**config.mk**
```make
export PLATFORM = sky130hd
export DESIGN_NAME = rtc_event_sched
export DESIGN_NICKNAME = d
export VERILOG_FILES = /design/src/rtl/rtc_event_pkg.sv /design/src/rtl/rtc_ts_fifo.sv /design/src/rtl/rtc_event_sched.sv
export SDC_FILE = /design/constraint.sdc
export NUM_CORES = 2
export LEC_CHECK = 0
export CORE_ASPECT_RATIO = 2
export CORE_MARGIN = 10
export CORE_UTILIZATION = 60
export DETAILED_ROUTE_END_ITERATION = 6
export DONT_BUFFER_PORTS = 1
export PLACE_DENSITY = 0.81
export RECOVER_POWER = 100
export SYNTH_ARGS = -nofsm -noshare
export SYNTH_HDL_FRONTEND = slang
export SYNTH_SLANG_ARGS = --single-unit
export TNS_END_PERCENT = 1
```
**constraint.sdc**
```tcl
create_clock -name mclk -period 4.7 [get_ports mclk]
set_clock_uncertainty 0.2 [all_clocks]
set_input_delay 0.705 -clock mclk [delete_from_list [all_inputs] [get_ports mclk]]
set_output_delay 0.705 -clock mclk [all_outputs]
set_load 0.01 [all_outputs]
```
**src/rtl/rtc_event_pkg.sv**
```systemverilog
// Shared constants for the RTC event timestamp scheduler: timestamp widths,
// record layout {src, sec, usec} and the fixed source-id assignments.
package rtc_event_pkg;

  localparam int TS_SEC_W  = 32;
  localparam int TS_USEC_W = 20;
  localparam int TS_W      = TS_SEC_W + TS_USEC_W;

  // Bit offsets inside a record; the source id sits above the timestamp.
  localparam int REC_USEC_LSB = 0;
  localparam int REC_SEC_LSB  = TS_USEC_W;
  localparam int REC_SRC_LSB  = TS_W;

  typedef enum logic [2:0] {
    SRC_FRAME = 3'd0,
    SRC_TRIG  = 3'd1,
    SRC_PPS   = 3'd2,
    SRC_SW    = 3'd3
  } src_id_e;

  // Packs a coherent RTC sample into the timestamp part of a record.
  function automatic logic [TS_W-1:0] pack_ts(input logic [TS_SEC_W-1:0] s,
                                              input logic [TS_USEC_W-1:0] u);
    return {s, u};
  endfunction

endpackage

```
**src/rtl/rtc_ts_fifo.sv**
```systemverilog
// First-word-fall-through FIFO holding timestamp records. The head word and
// valid flag are registers, so the consumer sees a clean registered record.
// All state changes on the falling edge of mclk.
module rtc_ts_fifo
  import rtc_event_pkg::*;
#(
  parameter int W  = 55,
  parameter int AW = 4
) (
  input  logic          mclk,
  input  logic          rst,
  input  logic          we,
  input  logic [W-1:0]  wd,
  input  logic          rd,
  output logic          valid,
  output logic [W-1:0]  rdata,
  output logic [AW:0]   count
);

  localparam int DEPTH = 1 << AW;
  localparam logic [AW:0] CNT_FULL = (AW+1)'(DEPTH);
  localparam logic [AW:0] CNT_ONE  = (AW+1)'(1);
  localparam logic [AW:0] CNT_ZERO = (AW+1)'(0);

  logic [W-1:0]  mem [DEPTH];
  logic [AW-1:0] wptr;
  logic [AW-1:0] rptr;
  logic [AW-1:0] rptr_inc;
  logic          push;
  logic          pop;
  logic [AW:0]   count_nxt;
  logic [W-1:0]  head_nxt;

  // Next occupancy and next head word, including the empty fall-through case.
  always_comb begin
    push     = we & (count != CNT_FULL);
    pop      = rd & valid;
    rptr_inc = rptr + AW'(1);
    case ({push, pop})
      2'b10:   count_nxt = count + CNT_ONE;
      2'b01:   count_nxt = count - CNT_ONE;
      default: count_nxt = count;
    endcase
    if (pop && (count > CNT_ONE)) begin
      head_nxt = mem[rptr_inc];
    end else if ((pop || (count == CNT_ZERO)) && push) begin
      head_nxt = wd;
    end else begin
      head_nxt = rdata;
    end
  end

  // Storage array; no reset so it maps onto plain RAM.
  always_ff @(negedge mclk) begin
    if (push) begin
      mem[wptr] <= wd;
    end
  end

  // Pointers, occupancy and registered head.
  always_ff @(negedge mclk) begin
    if (rst) begin
      wptr  <= AW'(0);
      rptr  <= AW'(0);
      count <= CNT_ZERO;
      valid <= 1'b0;
      rdata <= W'(0);
    end else begin
      if (push) begin
        wptr <= wptr + AW'(1);
      end
      if (pop) begin
        rptr <= rptr_inc;
      end
      count <= count_nxt;
      valid <= (count_nxt != CNT_ZERO);
      rdata <= head_nxt;
    end
  end

endmodule

```
**src/rtl/rtc_event_sched.sv**
```systemverilog
// RTC event timestamp scheduler. Each source snapshots {sec, usec} on its
// rising event edge into a private register; a round-robin arbiter then moves
// one pending snapshot per cycle into the shared record FIFO.
module rtc_event_sched
  import rtc_event_pkg::*;
#(
  parameter int NSRC = 4,
  parameter int SW   = 3,
  parameter int AW   = 4
) (
  input  logic                  mclk,
  input  logic                  rst,
  input  logic [NSRC-1:0]       ev_req,
  input  logic [NSRC-1:0]       ev_en,
  input  logic [TS_SEC_W-1:0]   sec,
  input  logic [TS_USEC_W-1:0]  usec,
  input  logic                  rd,
  input  logic                  clr_lost,
  output logic                  ts_valid,
  output logic [SW-1:0]         ts_src,
  output logic [TS_SEC_W-1:0]   ts_sec,
  output logic [TS_USEC_W-1:0]  ts_usec,
  output logic [AW:0]           fifo_count,
  output logic [NSRC-1:0]       lost
);

  localparam int RW    = SW + TS_W;
  localparam int DEPTH = 1 << AW;

  logic [NSRC-1:0] ev_d;
  logic [NSRC-1:0] pend;
  logic [NSRC-1:0] ev_edge;
  logic [NSRC-1:0] req;
  logic [NSRC-1:0] gnt_vec;
  logic            gnt_valid;
  logic [SW-1:0]   gnt_idx;
  logic [SW-1:0]   rr;
  logic [TS_W-1:0] snap [NSRC];
  logic [TS_W-1:0] gnt_snap;
  logic            full;
  logic [RW-1:0]   wd;
  logic [RW-1:0]   rdata;
  logic            hit;

  // Edge detect and round-robin pick: sources above rr first, then wrap.
  always_comb begin
    full      = (fifo_count == (AW+1)'(DEPTH));
    ev_edge   = ev_req & ~ev_d & ev_en;
    req       = pend & {NSRC{~full}};
    gnt_valid = 1'b0;
    gnt_idx   = SW'(0);
    gnt_vec   = NSRC'(0);
    gnt_snap  = TS_W'(0);
    hit       = 1'b0;
    for (int i = 0; i < NSRC; i++) begin
      hit        = req[i] & (SW'(i) > rr) & ~gnt_valid;
      gnt_vec[i] = hit;
      gnt_idx    = hit ? SW'(i) : gnt_idx;
      gnt_valid  = gnt_valid | hit;
    end
    for (int i = 0; i < NSRC; i++) begin
      hit        = req[i] & (SW'(i) <= rr) & ~gnt_valid;
      gnt_vec[i] = gnt_vec[i] | hit;
      gnt_idx    = hit ? SW'(i) : gnt_idx;
      gnt_valid  = gnt_valid | hit;
    end
    for (int i = 0; i < NSRC; i++) begin
      gnt_snap = gnt_snap | ({TS_W{gnt_vec[i]}} & snap[i]);
    end
    wd = {gnt_idx, gnt_snap};
  end

  // Snapshots, pending/lost flags and the round-robin pointer.
  always_ff @(negedge mclk) begin
    if (rst) begin
      ev_d <= ev_req;
      pend <= NSRC'(0);
      lost <= NSRC'(0);
      rr   <= SW'(NSRC - 1);
      for (int i = 0; i < NSRC; i++) begin
        snap[i] <= TS_W'(0);
      end
    end else begin
      ev_d <= ev_req;
      pend <= (pend & ~gnt_vec) | ev_edge;
      // A drop in this cycle beats a simultaneous clear.
      lost <= (ev_edge & pend & ~gnt_vec) | (lost & ~{NSRC{clr_lost}});
      if (gnt_valid) begin
        rr <= gnt_idx;
      end
      for (int i = 0; i < NSRC; i++) begin
        if (ev_edge[i] && (!pend[i] || gnt_vec[i])) begin
          snap[i] <= pack_ts(sec, usec);
        end
      end
    end
  end

  rtc_ts_fifo #(
    .W  (RW),
    .AW (AW)
  ) u_fifo (
    .mclk  (mclk),
    .rst   (rst),
    .we    (gnt_valid),
    .wd    (wd),
    .rd    (rd),
    .valid (ts_valid),
    .rdata (rdata),
    .count (fifo_count)
  );

  assign ts_src  = rdata[REC_SRC_LSB  +: SW];
  assign ts_sec  = rdata[REC_SEC_LSB  +: TS_SEC_W];
  assign ts_usec = rdata[REC_USEC_LSB +: TS_USEC_W];

endmodule
```
==> qor.yml <==
outcome: "completed"
antenna_found_initial: 7
cp.required_ns: 2.72
p_leak_uw: 0.0229
timing.slew.headroom_pct: 4.59
h-tree-depth: 3
setup_viol: 0
worst_ep_arrival_time_ns: 2.64
clock_sink_count: 1154
syn-num-nets: 2425
finalHoldWorstSlack_ns: 0.336
cts_tree: "done"
grt_pass1_wl_um: 193000
critPathKind: "input port to register"
end_kind: "register"
layout_commonest_cell: "inv_1"
ys_seq_elements: 1154
cts_hold_buffers: 0
clk_path_buf_depth: 3
worst-slew-pin-transition_ns: 1.42
dp_slack_ns: 0.0321
ant_nets: 0
p_total_uw: 27800
fin_nets: 3597
avgRoutedWirePerCell_um: 28.0
max_cap_violations: 0
numCtsBuffers: 97
path_clk_slew_ns: 0.04
fp.dieArea_um2: 88100
min_path_type: "register to register"
stdcell_count: 4622
cp_common_cell: "clkbuf_1"
path_max_fanout: 10
drc_errors: 0
io_pins: 129
worstSetupStartpointType: "input port"
synth_ff_type: "edfxtp_1"
cts-resized-gates: 0
nFillCells: 4021
drt-initial-drc-count: 3609
clkLatencyLatePin_ns: 0.73
tns_ns: 0
cpPeakStageDelay_ns: 0.64
grt.busiest_layer: "met2"
grt_overflow: 0
die_w_um: 215
dp_cells: 3285
path_cells: "nand2_1 -> clkbuf_1 -> nor2_1 -> clkbuf_1 -> o211ai_1 -> a32o_1"
use_met1_pct: 31.3
wirelength_um: 129000
synth_async_sr_flop_share_pct: 0
r2r_slack_ns: 0.25
grt_pass1_vias: 32954
ys_seq_area_share_pct: 74.1
rsz0062_at_grt: "false"
hold_viol: 0
peakVddDrop_mv: 0.365
synth.distinct_cells: 66
mostFrequentLayoutCells: "inv_1 (1180), edfxtp_1 (1072), mux4_2 (218)"
cp_num_buf_inv: 2
fin_ws_ns: 0.0845
power.density_nw_per_um2: 510
layout-drive-gt1-share_pct: 13.8
area_growth_pct: 19.5
grt_max_degree: 125
globalRouteMet3Util_pct: 11.5
io_buffers: 0
fp.dieH_um: 410
via_per_inst: 6.32
cpLargestDelayFamily: "buffers and inverters"
slew_viol_final: 0
rows: 143
initial_core_util_pct: 60.3
dr_total_vias: 29205
slowest_stage: "clkbuf_1"
syn-mean-instance-area_um2: 19.4
ys_warn_count: 0
clock-root-buffer: "clkbuf_16"
hpwl_um: 59300
gp_congestion: 0.831
track_usage_pct: 29.3
core_um2: 75700
synth_edf_count: 1072
synthCells: 2350
grt_use_met2_pct: 48.0
first_pass_iters: 6
syn_area_um2: 45600
post_cts_buffers: 0
-- path summary, 6_finish.rpt --
| kind | start | to | depth (start not counted) |
|---|---|---|---|
| min reg2reg | u_fifo.rptr[1]$_SDFFE_NP0P_ | u_fifo.rptr[1]$_SDFFE_NP0P_ | 2 |
| max reg2reg | u_fifo.count[0]$_SDFF_NP0_ | u_fifo.mem[13][28]$_DFFE_NP_ | 8 |
| min | u_fifo.rptr[1]$_SDFFE_NP0P_ | u_fifo.rptr[1]$_SDFFE_NP0P_ | 2 |
| max | rd | u_fifo.rdata[27]$_SDFFE_NP0P_ | 6 |
-- tightest hold or removal path: cells and delay by family (launching register included) --
family,cells,cell delay (ns)
DFF,1,0.35
AOI/OAI and AO/OA,1,0.06
and+or+nand+nor,1,0.08
-- area by class of cell --
type	count	area, um2	share of cell area, %
sequential	1154	33800	62.0
multi-input combinational	1032	10800	19.8
clock inverter	1234	5370	9.84
clock buffer	100	2500	4.59
tap	1015	1270	2.33
timing repair buffer	70	719	1.32
inverter	13	52.6	0.0963
antenna	4	10.0	0.0184
-- state kept, by name (all words and copies together), names as in the netlist --
signal        flops
u_fifo.rptr       4
pend              4
lost              4
ev_d              4
u_fifo.wptr       4
u_fifo.count      5
snap            208
u_fifo.mem      864
u_fifo.valid      1
rr                2
u_fifo.rdata     54
-- logic make-up after synthesis --
family,synth area share (%)
XOR/XNOR,0.173
other,0.00822
multiplexers,12.7
AND/OR/NAND/NOR,4.91
flip-flops,74.1
adder cells (fa/ha/maj),0.302
AO/OA/AOI/OAI,5.86
buffers and inverters,1.91
-- stage by stage --
step           util (%)  area, um2
2_1_floorplan         -      45700
3_3_place_gp       62.5      47300
3_5_place_dp       62.5      47300
4_1_cts            72.9      55100
5_1_grt            72.1      54500
6_report           72.1      54500
-- cells in the mapped netlist, types with 6 or more instances --
cell type / number / area (um2)
edfxtp_1: 1072 / 32200
and2_1: 225 / 1410
mux4_2: 218 / 4910
mux2i_1: 88 / 881
dfxtp_1: 82 / 1640
a22oi_1: 67 / 503
clkbuf_1: 58 / 218
buf_2: 46 / 230
nand2_1: 41 / 154
a22oi_2: 39 / 488
nor2_1: 34 / 128
o22ai_1: 33 / 206
a221o_1: 32 / 320
o21ai_2: 31 / 272
nand3_1: 24 / 120
and3_1: 22 / 138
a31oi_1: 21 / 131
a32o_1: 20 / 200
o211ai_1: 20 / 150
a21oi_1: 18 / 90.1
buf_4: 18 / 135
buf_6: 16 / 180
inv_1: 13 / 48.8
ha_1: 11 / 138
o21ai_0: 10 / 50.1
buf_1: 9 / 33.8
nand2b_1: 8 / 50.1
xor2_1: 7 / 61.3
nand3b_1: 6 / 45.0
-- power breakdown --
part,switching (uW),total [uW],internal [uW]
sequential,180,11800,11700
clock,7020,13600,6540
combinational,1400,2400,997
-- metal layers --
layer | vias to the layer above | wire, um
li1 | 11887 | -
met1 | 14295 | 41300
met2 | 2470 | 66400
met3 | 551 | 15100
met4 | 2 | 6640
met5 | - | 11
Power figures use the tool's default switching activity.
